## src/rtl/instruction_fetch_stage.sv

```systemverilog
// Fetch stage: owns the fetch PC, drives program-memory addresses and
// presents the decode-slot instruction to jump control. Redirects squash the
// wrong-path slot; stalls freeze the PCs and buffer the decode instruction.
//
// state  | meaning
// BOOT   | after reset, no instruction fetched yet (bubble)
// RUN    | decode slot is the memory read data of the previous cycle
// HOLD   | stalled, decode slot is the buffered instruction in hold_reg
// SQUASH | redirect taken, slot being read is wrong-path (bubble)
module instruction_fetch_stage #(
  parameter int unsigned           ADDR_W    = 16,
  parameter int unsigned           INSTR_W   = 32,
  parameter logic [ADDR_W-1:0]     RESET_PC  = 16'h0000,
  parameter logic [INSTR_W-1:0]    NOP_INSTR = 32'h0
) (
  input  logic               clk,
  input  logic               reset,
  input  logic               stall,
  input  logic               pc_mux_sel,
  input  logic [ADDR_W-1:0]  jmp_loc,
  input  logic [INSTR_W-1:0] pm_data,
  output logic [ADDR_W-1:0]  pm_addr,
  output logic [INSTR_W-1:0] instr_out,
  output logic               instr_valid,
  output logic [ADDR_W-1:0]  current_address,
  output logic [5:0]         op,
  output logic [ADDR_W-1:0]  jmp_address_pm
);

  localparam logic [1:0] BOOT   = 2'd0;
  localparam logic [1:0] RUN    = 2'd1;
  localparam logic [1:0] HOLD   = 2'd2;
  localparam logic [1:0] SQUASH = 2'd3;

  logic [ADDR_W-1:0]  pc_f;
  logic [ADDR_W-1:0]  pc_d;
  logic [INSTR_W-1:0] hold_reg;
  logic [1:0]         state;

  // PC, decode-PC, hold buffer and slot state; stall freezes the PCs and
  // masks redirects, reset overrides everything.
  always_ff @(posedge clk) begin
    if (reset) begin
      pc_f     <= RESET_PC;
      pc_d     <= RESET_PC;
      hold_reg <= NOP_INSTR;
      state    <= BOOT;
    end else if (stall) begin
      // Only a live RUN slot needs capturing; the read data moves on next
      // cycle because the address was already one ahead.
      if (state == RUN) begin
        hold_reg <= pm_data;
        state    <= HOLD;
      end
    end else if (pc_mux_sel) begin
      pc_f  <= jmp_loc;
      pc_d  <= pc_f;
      state <= SQUASH;
    end else begin
      pc_f  <= pc_f + ADDR_W'(1);
      pc_d  <= pc_f;
      state <= RUN;
    end
  end

  // Decode-slot mux: bubbles present NOP so op decodes as no jump/ret.
  always_comb begin
    instr_out   = NOP_INSTR;
    instr_valid = 1'b0;
    case (state)
      RUN: begin
        instr_out   = pm_data;
        instr_valid = 1'b1;
      end
      HOLD: begin
        instr_out   = hold_reg;
        instr_valid = 1'b1;
      end
      default: begin
        instr_out   = NOP_INSTR;
        instr_valid = 1'b0;
      end
    endcase
  end

  assign pm_addr         = pc_f;
  assign current_address = pc_d;
  assign op              = instr_out[INSTR_W-1 -: 6];
  assign jmp_address_pm  = instr_out[ADDR_W-1:0];

endmodule

```

## config.mk

```make
export PLATFORM = sky130hd
export DESIGN_NAME = instruction_fetch_stage
export DESIGN_NICKNAME = d
export VERILOG_FILES = /design/src/rtl/instruction_fetch_stage.sv
export SDC_FILE = /design/constraint.sdc
export NUM_CORES = 1
export LEC_CHECK = 0
export BUFFER_PORTS_ARGS = -buffer_cell sky130_fd_sc_hd__buf_2
export CAP_MARGIN = 20
export CORE_ASPECT_RATIO = 2
export CORE_MARGIN = 2
export CORE_UTILIZATION = 37
export DETAILED_ROUTE_END_ITERATION = 16
export GPL_TIMING_DRIVEN = 0
export PLACE_DENSITY = 0.72
export RECOVER_POWER = 50
export SLEW_MARGIN = 20
export SYNTH_ARGS = -nofsm -noshare
export SYNTH_HDL_FRONTEND = slang
export SYNTH_SLANG_ARGS = --single-unit
```

## constraint.sdc

```tcl
create_clock -name clk -period 2.2 [get_ports clk]
set_input_delay 0.22 -clock clk [delete_from_list [all_inputs] [get_ports clk]]
set_output_delay 0.22 -clock clk [all_outputs]
set_load 0.01 [all_outputs]
```

==> impl_metrics.csv <==
group,metric,value,unit
run_status,run_status,"complete, no violations",
floorplan,io-pin-count,139,
yosys,synthMostInstantiatedCell,"sky130_fd_sc_hd__nand2_1",
route,vias,3558,
sta,period_share,94.00,%
yosys,avgSynthCellArea,7.795,sq um
sta,tightest_slew,0.8000,ns
cells_and_area,final_net_count,633,
setup_path,path_class,"reg -> out",
global_routing,globalRouteOverflowTotal,0,
floorplan,num_rows,49,
power,worst_ir_drop_vdd,0.5289,mV
yosys,netlist_area,3352,sq um
yosys,synthesis.yosys.warnings,0,
hold_path,worstHoldPathType,"in -> reg",
yosys,synth_area_leaders,"sky130_fd_sc_hd__dfxtp_1, sky130_fd_sc_hd__nand2_1, sky130_fd_sc_hd__a22oi_1",
yosys,synthTopCellsByCount,"sky130_fd_sc_hd__nand2_1, sky130_fd_sc_hd__dfxtp_1, sky130_fd_sc_hd__nor2_1, sky130_fd_sc_hd__a21oi_1, sky130_fd_sc_hd__a22oi_1",
route,violation_count_after_the_first_detailed_route_iteration,144,
sta,slew_viol_final,0,
floorplan,fp.dieArea,9883,sq um
place,globalplace.congestion,0.9107,
cells_and_area,largest_reg_flops,32,
global_routing,grt_pass1_vias,3526,
clock_network,clock_latency,0.33,ns
yosys,syn-num-nets,485,
clock_network,cts_sinks,66,
clock_network,clock_tree_from_tritoncts,"built",
setup_path,setup.worst_path.start_class,"flop",
place,preCtsSetupSlack,0.1579,ns
sta,max_clock_freq,483.5,MHz
floorplan,start_util,37.71,%
sta,worst_clock_skew,0.006643,ns
yosys,asyncSetResetFlopFracSynth,0,%
yosys,post-synth-top-area-fraction,39.42,%
clock_network,worst_setup_hold_path_clk_slew,0.06,ns
yosys,ys_types,38,
cells_and_area,area.growth.synth_to_final,32.03,%
setup_path,cp.required,1.98,ns
job,max_cap_violations,0,
clock_network,cts_made_buffers,9,
route,router_iterations_before_antenna_repair,4,
yosys,predominant_post_synthesis_flop_cell,"sky130_fd_sc_hd__dfxtp_1",
floorplan,die-height,138.6,um
clock_network,max-clock-path-buffers,2,
sta,finalSetupTns,0,ns
yosys,synth_seq_area_share,39.42,%
place,detailedPlacementHpwl,8294,um
route,vias_per_cell,5.194,
sta,timing.hold.ws,0.1379,ns
sta,final.setup.worst_slack,0.1320,ns
global_routing,grt_max_degree,13,
global_routing,grt_first_pass_wirelength,17000,um
clock_network,ctsRootBufferMaster,"sky130_fd_sc_hd__clkbuf_16",
clock_network,cts_htree_levels,3,
yosys,synthesis.instances,430,
setup_path,critPathCaptureType,"output port",
power,p_leak,1.909,nW
power,pwr_density_cell,737.6,nW/um^2
route,route.final.wire_length,10770,um
sta,rsz0062_at_grt,"false",
route,post_drt_antenna_nets,0,
setup_path,cp_max_fo,10,
place,io_buffer_count,138,
yosys,synth.ff_latch_count,66,
yosys,synth_area_leader_cell,"sky130_fd_sc_hd__dfxtp_1",
floorplan,core-area,8890,sq um
sta,timing.final.crit_period,2.068,ns
global_routing,grt.total_usage,21.75,%
sta,slew_headroom,46.67,%
cells_and_area,antenna_cells,0,
cells_and_area,layout-drive-gt1-share,27.96,%
route,route.detailed.wl_per_inst,15.72,um
yosys,synth_enable_flop_cells,0,
setup_path,worst_path_arrival,1.85,ns
sta,timing_hold_violations_final,0,
route,post-route-drc-count,0,
floorplan,die_w,71.30,um
global_routing,grt_antenna_before_repair,0,
sta,setup_viol,0,
-- worst paths after layout --
| path | startpoint | endpoint | slack [ns] | cells after the start |
|---|---|---|---|---|
| min reg2reg | hold_reg[13]$_SDFFE_PP0P_ | hold_reg[13]$_SDFFE_PP0P_ | 0.46 | 2 |
| max | state[1]$_SDFFE_PP0P_ | jmp_address_pm[14] | 0.13 | 8 |
| min | jmp_loc[9] | pm_addr[9]$_SDFFE_PP0N_ | 0.14 | 3 |
| max reg2reg | pm_addr[0]$_SDFFE_PP0N_ | pm_addr[12]$_SDFFE_PP0N_ | 0.14 | 5 |
-- through the flow --
stage	std cells	power, W	utilization, %	cell area, sq um
after detailed placement	670	0.001812	46.91	4170
after CTS	686	0.003295	50.61	4499
after global placement	670	0.001800	46.91	4170
after floorplan	430	0.001601	-	3352
after global routing	685	0.003399	49.78	4425
final	685	0.003264	49.78	4425
-- what timing repair did --
item,4_1_cts,5_1_grt
buffers inserted,0,0
gates resized for setup,10,4
endpoints found under the setup margin,38,21
hold endpoints to repair,0,0
hold buffers,0,0
-- logic make-up (layout without fill, tap and decap cells) --
logic type,after synthesis,count (layout),synth area share (%)
and+or+nand+nor,167,167,22.69
AOI/OAI and AO/OA,110,110,20.87
DFF,66,66,39.42
buffers and inverters,64,217,9.966
muxes,19,19,5.674
adders and majority gates,3,3,1.120
xor gates and xnor gates,1,1,0.2613
-- cell usage in the layout, fill, tap and decap left out, drive strengths merged, types with 3 or more instances in the layout --
cell type  netlist  layout
mux2i           19      19
clkbuf          23      70
dfxtp           66      66
clkinvlp         0       3
nand4            3       3
ha               3       3
o31ai            3       3
nor3             4       4
inv              9      10
nor4             9       9
nor2            57      57
a22oi           34      34
a211oi           6       6
o21ai           10      10
nand2           79      79
nand2b           3       3
buf             32     133
nand3            6       6
a21oi           47      47
-- worst max-delay path, cell delays in order, from the launching register on --
cell and delay (ns):
sky130_fd_sc_hd__dfxtp_1 0.36, sky130_fd_sc_hd__inv_1 0.05, sky130_fd_sc_hd__ha_1 0.16, sky130_fd_sc_hd__buf_2 0.17
sky130_fd_sc_hd__clkbuf_2 0.21, sky130_fd_sc_hd__a22oi_1 0.22, sky130_fd_sc_hd__nor2_1 0.09, sky130_fd_sc_hd__buf_4 0.13
sky130_fd_sc_hd__buf_2 0.13
-- where the power goes --
group          total [W]  switching, W  internal (W)
Sequential       0.00130     0.0000510       0.00125
Combinational   0.000485      0.000293      0.000193
Clock            0.00148      0.000538      0.000942
Total            0.00326      0.000882       0.00238
-- cell type report --
class                           instances  area, sq um
Buffer                                 54        309.0
Multi-Input combinational cell        300         1673
Sequential cell                        66         1321
Tap cell                              102        127.6
Clock inverter                          5        61.31
Timing Repair Buffer                  138        646.9
Inverter                                9        33.78
Clock buffer                           11        252.7
Fill cell                             875         4464
-- routing by layer --
metal / up-vias / global-route usage (%) / share of wire, %
li1: 1764 / - / -
met1: 1665 / 20.90 / 35
met2: 111 / 42.06 / 58
met3: 18 / 3.706 / 4.4
met4: 0 / 10.92 / 2.1
met5: - / 0 / 0
Power figures use the tool's default switching activity.
